==> src/rtl/demux_stream_n.sv <==
// Registered 1-to-NUM_CH stream demultiplexer. Routing is either by explicit
// select or round-robin, and a frame_done pulse follows the last round-robin lane.
module demux_stream_n #(
  parameter int W      = 16,
  parameter int NUM_CH = 4,
  parameter int SEL_W  = $clog2(NUM_CH)
) (
  input  logic                clk,
  input  logic                rst_n,
  input  logic                clr,
  input  logic                mode,
  input  logic [SEL_W-1:0]    sel,
  input  logic [W-1:0]        in_data,
  input  logic                in_valid,
  output logic                in_ready,
  output logic [NUM_CH*W-1:0] out_data,
  output logic [NUM_CH-1:0]   out_valid,
  input  logic [NUM_CH-1:0]   out_ready,
  output logic [SEL_W-1:0]    rr_ptr,
  output logic                frame_done
);

  localparam logic [SEL_W-1:0] LAST_CH  = SEL_W'(NUM_CH - 1);
  localparam logic [SEL_W:0]   NUM_CH_X = (SEL_W + 1)'(NUM_CH);

  logic [NUM_CH-1:0][W-1:0] data_q;
  logic [NUM_CH-1:0]        valid_q;
  logic [SEL_W-1:0]         ptr_q;
  logic                     done_q;
  logic [SEL_W-1:0]         tgt;
  logic                     accept;

  // Out-of-range explicit selects fold onto the last lane.
  always_comb begin
    tgt = ptr_q;
    if (!mode) begin
      tgt = ({1'b0, sel} >= NUM_CH_X) ? LAST_CH : sel;
    end
  end

  // Handshake: a word moves on a port when valid && ready at the rising edge.
  // in_ready depends only on the target lane state and clr, never on in_valid,
  // so a lane draining in the same cycle can immediately take the next word.
  assign in_ready = !clr && (!valid_q[tgt] || out_ready[tgt]);
  assign accept   = in_valid && in_ready;

  always_ff @(posedge clk or negedge rst_n) begin
    if (!rst_n) begin
      data_q  <= '0;
      valid_q <= '0;
    end else begin
      for (int c = 0; c < NUM_CH; c++) begin
        if (clr) begin
          data_q[c]  <= '0;
          valid_q[c] <= 1'b0;
        end else if (accept && (tgt == SEL_W'(c))) begin
          data_q[c]  <= in_data;
          valid_q[c] <= 1'b1;
        end else if (valid_q[c] && out_ready[c]) begin
          valid_q[c] <= 1'b0;
        end
      end
    end
  end

  // The pointer only moves on round-robin accepts, so a mode=0 detour
  // leaves a partially filled frame to be resumed later.
  always_ff @(posedge clk or negedge rst_n) begin
    if (!rst_n) begin
      ptr_q  <= '0;
      done_q <= 1'b0;
    end else if (clr) begin
      ptr_q  <= '0;
      done_q <= 1'b0;
    end else begin
      done_q <= accept && mode && (ptr_q == LAST_CH);
      if (accept && mode) begin
        ptr_q <= (ptr_q == LAST_CH) ? '0 : ptr_q + 1'b1;
      end
    end
  end

  assign out_data   = data_q;
  assign out_valid  = valid_q;
  assign rr_ptr     = ptr_q;
  assign frame_done = done_q;

endmodule

==> config.mk <==
export PLATFORM = sky130hd
export DESIGN_NAME = demux_stream_n
export DESIGN_NICKNAME = d
export VERILOG_FILES = /design/src/rtl/demux_stream_n.sv
export SDC_FILE = /design/constraint.sdc
export NUM_CORES = 1
export LEC_CHECK = 0
export ABC_AREA = 0
export BUFFER_PORTS_ARGS = -buffer_cell sky130_fd_sc_hd__buf_2
export CAP_MARGIN = 25
export CORE_MARGIN = 2
export CORE_UTILIZATION = 54
export CTS_CLUSTER_DIAMETER = 40
export CTS_CLUSTER_SIZE = 25
export DETAILED_ROUTE_END_ITERATION = 16
export GPL_ROUTABILITY_DRIVEN = 1
export PLACE_DENSITY = 0.84
export SYNTH_ARGS = -nofsm -noshare
export SYNTH_HDL_FRONTEND = slang
export SYNTH_SLANG_ARGS = --single-unit
==> constraint.sdc <==
create_clock -name clk -period 4.2 [get_ports clk]
set_input_delay 1.05 -clock clk [delete_from_list [all_inputs] [get_ports clk]]
set_output_delay 1.05 -clock clk [all_outputs]
set_load 0.03 [all_outputs]
=== After elaboration in Yosys (flattened, before gate mapping) ===
Cells that the tools add are included.

* Input port bits: 27
* Logic and storage cells: 70
* RAM bits: 0
* Memories: 0
* Flip-flop bits (word level): 71
* Output and inout port bits: 72
* Bits in latches: 0
* ROM bits: 0

* Add/sub/neg operators: 1
* Muxes and demuxes: 29
* Order comparisons: 1
* Multiply operators: 0
* Equality and inequality tests: 4
* Bitwise gates (word level): 0
* Reductions and logical operators: 25
* Shift-type cells: 0
* Divide/modulo/power cells: 0

{| class="wikitable"
|+ Operators by type and width
! cell !! number
|-
| 16-bit two-way mux || 8
|-
| 1-bit two-way mux || 15
|-
| 1-bit logical AND || 12
|-
| 3-bit nonzero test || 4
|-
| 2-bit nonzero test || 5
|-
| 2-bit two-way mux || 4
|-
| 2-bit equality test, second input constant || 3
|-
| 1-bit binary-select mux with 2-bit select || 2
|-
| 2-bit by 3-bit < comparator with 1-bit output, second input constant || 1
|-
| 2-bit by 1-bit adder with 2-bit output, second input constant || 1
|-
| 2-bit by 1-bit equality test with 1-bit output, second input constant || 1
|-
| 1-bit zero test || 2
|-
| 2-bit zero test || 1
|-
| 1-bit logical OR || 1
|}

=== Depth between registers and ports, before layout ===
Gate-level depths: netlist (run 1).

* Word-level depth: 10
* Mapped depth: 7
* Gate-level depth less buffers: 4

=== Worst setup path before layout (run 1) ===
OpenSTA, ideal clock, no wires.

* Kind: in2out
* Start: input mode
* End: output in_ready
* Setup slack: 0.990 ns
* Arrival time: 2.160 ns
* Path buffers: 0
* Stages on the path: 4
* Required time: 3.150 ns
* Path through: mux2i_2 > mux2i_1 > mux2i_1 > nor2_1

* Word-level cells in the longest chain between the ends: 6
* Elaborated cells on any way between the ends: 8
* Those cells by class: 5 x mux; 3 x reduce/logical

{| class="wikitable"
|+ RTL lines
! item !! RTL line !! text
|-
| start, declared || 11 || <nowiki>input logic mode,</nowiki>
|-
| 2-bit two-way mux (*) || 36 || <nowiki>if (!mode) begin</nowiki>
|-
| 1-bit binary-select mux with 2-bit select || 44 || <nowiki>assign in_ready = !clr && (!valid_q[tgt] || out_ready[tgt]);</nowiki>
|-
| 1-bit two-way mux (not written as such) || 44 ||
|-
| 1-bit zero test || 44 ||
|-
| 1-bit logical OR (*) || 44 ||
|-
| 1-bit logical AND (*) || 44 ||
|-
| end, declared || 15 || <nowiki>output logic in_ready,</nowiki>
|}

Mark *: on every way between the ends. The rest lies on a longest branch, timed or not. The select of a mux whose other input is x is not followed.

=== Final worst setup path (run 1) ===
Ends and elaborated chain as after synthesis.

==> reports/qor.txt, run 1 <==
Die H - 78.9 um
N_diodes - 0
Placed Instances - 410
Share of layout cells above drive strength 1 - 0.366
CP startpoint - mode
Vias per cell - 5.09
IO Pins - 99
Initial Util - 0.554
Clock network power share - 0.348
Number of max-cap violations - 0
Port bufs - 98
Clock period minus worst slack - 3.61 ns
Synthesized instance count - 249
TNS Setup - 0 ns
Storage cell area - 1780 um^2
Deepest clock path buffer count - 2
Area of the multi-input gates - 1150 um^2
Leakage - 2.17 nW
Critical Path Start Type - input port
Core area - 5470 um^2
DR WL/cell - 15.4 um
DRT iter0 DRCs - 100
CTS clk-pin slew, worst paths - 0.08 ns
Row Count - 27
Synth warnings - 0
Worst relative slew slack - 0.627
Total CTS buffers - 9
Sw power - 0.377 mW
Non-Filler Instances - 427
Post-cts resize count - 0
First-pass GRT wire length - 10.6 mm
Num Clock Sinks - 71
Logic pwr share - 0.124
Clk_lat worst skew - 0.33 ns
Worst slew pin tran - 0.559 ns
WL final - 6.57 mm
Yosys cell types - 29
GP Congestion - 0.771
Routed vias - 2,174
Pint - 0.970 mW
Routed Antenna Nets - 0
CP Capture Type - primary output
Post-synthesis sequential area ratio - 0.586
CTS tree - done
WS Path Type - in2out
Status - finished, final reports clean
Final setup vio count - 0
Post-route DRC - 0
RSZ-0062 raised after global routing - no
Final slew viol count - 0
Die ar. - 6230 um^2
Hold crit path type - in2async
Final Cell Area - 3760 um^2
# Post-CTS Setup Buffers - 0
DRT Pass-1 Iters - 4
Placed Area - 3560 um^2
Tot GR Track Use - 0.225
Root buffer cell - clkbuf_8
Vias in the first global route - 2,155
Endpoints failing hold - 0
Max VDD drop - 258 uV
Ratio of final minimum period to clock period - 0.859
Net Count, Synth - 277
EDFF count, synth - 0
CTS H-tree lvls - 3
Area grow syn2layout - 23.8%
Pwr/cell area - 359 nW/um^2
WP data required - 3.15 ns
Fill cells - 438
Nets@finish - 378
Initial antenna violation count - 0
Ys async rst share - 1.00
Yosys reg bits - 71
Switching share of total power - 0.280
Detail Placement HPWL - 4.50 mm
Worst Skew - 0.00628 ns
Synthesized cell area - 3030 um^2
CTS Hold Bufs - 0
Die W - 78.9 um
Reg-to-reg startpoint - rr_ptr[1]$_DFFE_PN0P_
Largest net degree at the start of global routing - 57
Total grt overflow - 0
Crit path max fanout - 6
Most used DFF post-synth - dfrtp_1
Sequential power share - 0.528
F_max - 277 MHz
Syn avg cell area - 12.2 um^2
CP arrival - 2.56 ns
-- worst max-delay path: stages --
cell,delay (ns)
buf_2,0.14
mux2i_2,0.45
mux2_2,0.40
mux2i_1,0.26
nor2_1,0.07
buf_2,0.19
-- worst paths after layout --
check                      cells after the start  slack [ns]                        to
hold / removal                                 1        0.52  out_data[18]$_DFFE_PN0P_
hold reg to reg                                2        0.52  out_data[24]$_DFFE_PN0P_
min in group clk                               2        0.52  out_data[24]$_DFFE_PN0P_
setup / recovery                               6        0.59                  in_ready
max in group asynchronous                      3        2.83     rr_ptr[0]$_DFFE_PN0P_
setup reg to reg                               5        2.27  out_data[17]$_DFFE_PN0P_
-- power by group through the flow --
stage	Combinational, mW	Sequential [mW]	Clock [mW]
6_report	0.167	0.711	0.469
3_5_place_dp	0.166	0.724	0
3_3_place_gp	0.163	0.723	0
2_1_floorplan	0.0657	0.759	0
4_1_cts	0.167	0.711	0.483
5_1_grt	0.183	0.713	0.515
-- cell usage in the layout, fill, tap and decap left out, types with 3 or more instances in the layout --
| cell type | synthesis | final |
|---|---|---|
| clkinvlp_4 | 0 | 4 |
| mux2i_1 | 66 | 66 |
| nand2b_1 | 3 | 3 |
| dfrtp_1 | 71 | 71 |
| buf_4 | 3 | 7 |
| nor2_1 | 67 | 67 |
| nor2b_1 | 3 | 3 |
| buf_2 | 1 | 98 |
| clkbuf_8 | 0 | 9 |
-- layer usage --
metal | global-route usage | up-vias | part of all wire
met1 | 0.310 | 1066 | 0.43
met4 | 0.0914 | 0 | 0.0075
met2 | 0.360 | 62 | 0.51
met3 | 0.0386 | 4 | 0.049
met5 | 0 | - | 0
li1 | - | 1042 | -
-- per-stage QoR --
| step | setup slack (ns) | hold slack, ns | util | total power, mW |
|---|---|---|---|---|
| after floorplan | 0.990 | 0.704 | - | 0.825 |
| after global placement | 0.664 | 0.497 | 0.651 | 0.887 |
| after detailed placement | 0.603 | 0.506 | 0.651 | 0.891 |
| after CTS | 0.592 | 0.526 | 0.683 | 1.36 |
| after global routing | 0.489 | 0.497 | 0.686 | 1.41 |
| final | 0.591 | 0.519 | 0.686 | 1.35 |
-- synth_stat cells, types with 2 or more instances --
cell type	instances	area share
buf_12	2	0.013
buf_4	3	0.0074
buf_6	2	0.0074
clkbuf_1	8	0.0099
dfrtp_1	71	0.59
inv_1	2	0.0025
mux2i_1	66	0.22
mux2i_2	2	0.0091
nand2_1	2	0.0025
nand2b_1	3	0.0062
nor2_1	67	0.083
nor2b_1	3	0.0062
o21ai_0	2	0.0033
-- state kept, by name, indices dropped and copies added, names as in the netlist --
name,flops
out_valid,4
out_data,64
frame_done,1
rr_ptr,2
-- cell type report --
type,instances,share of cell area
clock inverter,7,0.0130
clock buffer,9,0.0330
multi-input combinational,160,0.305
sequential,71,0.473
timing repair buffer,106,0.150
tap,72,0.0240
inverter,2,0.00200
-- cell families (layout without fill, tap and decap cells) --
kind of cell    after synthesis  in the layout  share of synthesized area
flops                        71             71                      0.586
compound gates                8              8                     0.0186
fa+ha+maj                     1              1                    0.00412
simple gates                 82             82                      0.119
buf+inv                      18            124                     0.0421
mux                          69             69                      0.231
(Power assumes the default switching activity.)
==> run 2: changes to the inputs <==
- CORE_UTILIZATION: 54 -> 45
- PLACE_DENSITY: 0.84 -> 0.72
==> reports/qor.txt, run 2 (synthesized netlist as in run 1, its figures left out) <==
Commonest non-fill, non-tap cell in the layout - buf_2 (unchanged)
Deepest clock path buffer count - 2 (unchanged)
Status - finished, final reports clean (unchanged)
Utilization after layout - 0.591 (was 0.686)
WS Path Type - in2out (unchanged)
CTS clk-pin slew, worst paths - 0.07 ns (was 0.08 ns)
CP arrival - 2.53 ns (was 2.56 ns)
CP delay by family, top - multiplexers (unchanged)
IO Pins - 99 (unchanged)
Commonest non-fill, non-tap cells in the layout - 98 x buf_2, 71 x dfrtp_1, 67 x nor2_1, 66 x mux2i_1, 9 x clkbuf_8 (unchanged)
Routed vias - 2,168 (was 2,174)
Port bufs - 98 (unchanged)
Area of the multi-input gates - 1150 um^2 (unchanged)
CTS tree - done (unchanged)
CTS H-tree lvls - 3 (unchanged)
Share of layout cells above drive strength 1 - 0.361 (was 0.366)
Tot GR Track Use - 0.194 (was 0.225)
Met1 WL - 2.95 mm (was 2.83 mm)
Fill cells - 559 (was 438)
Routed Antenna Nets - 0 (unchanged)
CP max-delay cell - mux2i_2 (unchanged)
Die H - 86.1 um (was 78.9 um)
DR WL met2 - 3.50 mm (was 3.37 mm)
Final setup vio count - 0 (unchanged)
Storage cell area - 1780 um^2 (unchanged)
Pwr/cell area - 400 nW/um^2 (was 359 nW/um^2)
DR WL/cell - 15.9 um (was 15.4 um)
Clock period minus worst slack - 3.58 ns (was 3.61 ns)
Worst Skew - 0.00911 ns (was 0.00628 ns)
Final slew viol count - 0 (unchanged)
Hold Slack - 0.519 ns (about the same)
Worst R2R Path Depth - 5 (unchanged)
Placed Area - 3560 um^2 (about the same)
# Post-CTS Setup Buffers - 0 (unchanged)
Max VDD drop - 309 uV (was 258 uV)
Ratio of final minimum period to clock period - 0.853 (was 0.859)
Crit path max fanout - 6 (unchanged)
Die W - 86.1 um (was 78.9 um)
Initial antenna violation count - 0 (unchanged)
WP data required - 3.15 ns (about the same)
Detail Placement HPWL - 4.62 mm (was 4.50 mm)
Number of max-cap violations - 0 (unchanged)
Hold Path Cell Cnt - 2
Worst slew pin tran - 0.888 ns (was 0.559 ns)
CTS Hold Bufs - 0 (unchanged)
Post-cts resize count - 0 (unchanged)
Endpoints failing hold - 0 (unchanged)
Final Cell Area - 3790 um^2 (was 3760 um^2)
RSZ-0062 raised after global routing - no (unchanged)
Row Count - 29 (was 27)
Total CTS buffers - 9 (unchanged)
CP Capture Type - primary output (unchanged)
Worst path depth - 6 (unchanged)
Worst-path cell chain - buf_2, mux2i_2, mux2_2, mux2i_1, nor2_1, buf_2 (unchanged)
CP most frequent cell - buf_2 (unchanged)
First-pass GRT wire length - 11.0 mm (was 10.6 mm)
Largest stage delay, worst path - 0.44 ns (was 0.45 ns)
Critical Path Start Type - input port (unchanged)
Die ar. - 7410 um^2 (was 6230 um^2)
Hold crit path type - reg2reg (was in2async)
Clk_lat worst skew - 0.33 ns (about the same)
Core area - 6420 um^2 (was 5470 um^2)
Largest net degree at the start of global routing - 52 (was 57)
Nets@finish - 376 (was 378)
Num Clock Sinks - 71 (unchanged)
Leakage - 2.20 nW (was 2.17 nW)
Total grt overflow - 0 (unchanged)
Post-route DRC - 0 (unchanged)
Worst relative slew slack - 0.408 (was 0.627)
Area grow syn2layout - 25.1% (was 23.8%)
TNS Setup - 0 ns (unchanged)
Max layer used - met4 (unchanged)
Initial Util - 0.472 (was 0.554)
Metal3 WL - 264 um (was 319 um)
N_diodes - 0 (unchanged)
DRT Pass-1 Iters - 4 (unchanged)
Max reg flops - 64 (unchanged)
Vias per cell - 5.05 (was 5.09)
WP buf/inv - 2 (unchanged)
WL final - 6.82 mm (was 6.57 mm)
Root buffer cell - clkbuf_8 (unchanged)
F_max - 279 MHz (was 277 MHz)
GP Congestion - 0.749 (was 0.771)
Vias in the first global route - 2,154 (was 2,155)
DRT iter0 DRCs - 99 (was 100)
-- run 2: changes by cell type in the layout (fill, tap and decap cells not counted) --
cell	before	now
buf_4	7	6
bufinv_16	0	3
clkinvlp_4	4	0
buf_12	1	0
-- run 2: cell type report --
type | instances | area share
clock inverters | 6 | 0.0287
flip-flops and latches | 71 | 0.468
repair buffers | 104 | 0.141
clock buffers | 9 | 0.0326
inverters | 2 | 0.00198
multi-input cells | 160 | 0.302
well taps | 77 | 0.0254
-- run 2: tightest hold or removal path, cell delays in order (launching register included) --
cell	delay (ns)
dfrtp_1	0.34
mux2i_1	0.07
nor2_1	0.07
-- run 2: power breakdown --
part / switching [mW] / leakage (nW) / total [mW] / internal [mW]
logic: 0.111 / 1.10 / 0.164 / 0.0532
clock network: 0.250 / 0.119 / 0.641 / 0.391
registers: 0.0106 / 0.983 / 0.711 / 0.701
total: 0.371 / 2.20 / 1.52 / 1.15
-- run 2: worst paths after layout --
check                                                end               startpoint  slack [ns]
worst max register to register  out_data[46]$_DFFE_PN0P_    rr_ptr[0]$_DFFE_PN0P_        1.81
min in group asynchronous        out_data[5]$_DFFE_PN0P_                    rst_n        0.83
max in group asynchronous        out_data[0]$_DFFE_PN0P_                    rst_n        2.41
worst min-delay path             out_data[4]$_DFFE_PN0P_  out_data[4]$_DFFE_PN0P_        0.52
worst max-delay path                            in_ready                     mode        0.62
worst min register to register   out_data[4]$_DFFE_PN0P_  out_data[4]$_DFFE_PN0P_        0.52
-- run 2: per-stage QoR --
step                cells  power [mW]  worst slack, ns
global route          429        1.58            0.537
floorplan             249       0.825            0.990
finish                429        1.52            0.619
global placement      414       0.888            0.645
detailed placement    414       0.891            0.622
CTS                   429        1.54            0.621
-- run 2: routing by layer --
| layer | global-route usage | vias to the layer above |
|---|---|---|
| li1 | - | 1029 |
| met1 | 0.257 | 1085 |
| met2 | 0.313 | 47 |
| met3 | 0.0356 | 7 |
| met4 | 0.0823 | 0 |
| met5 | 0 | - |
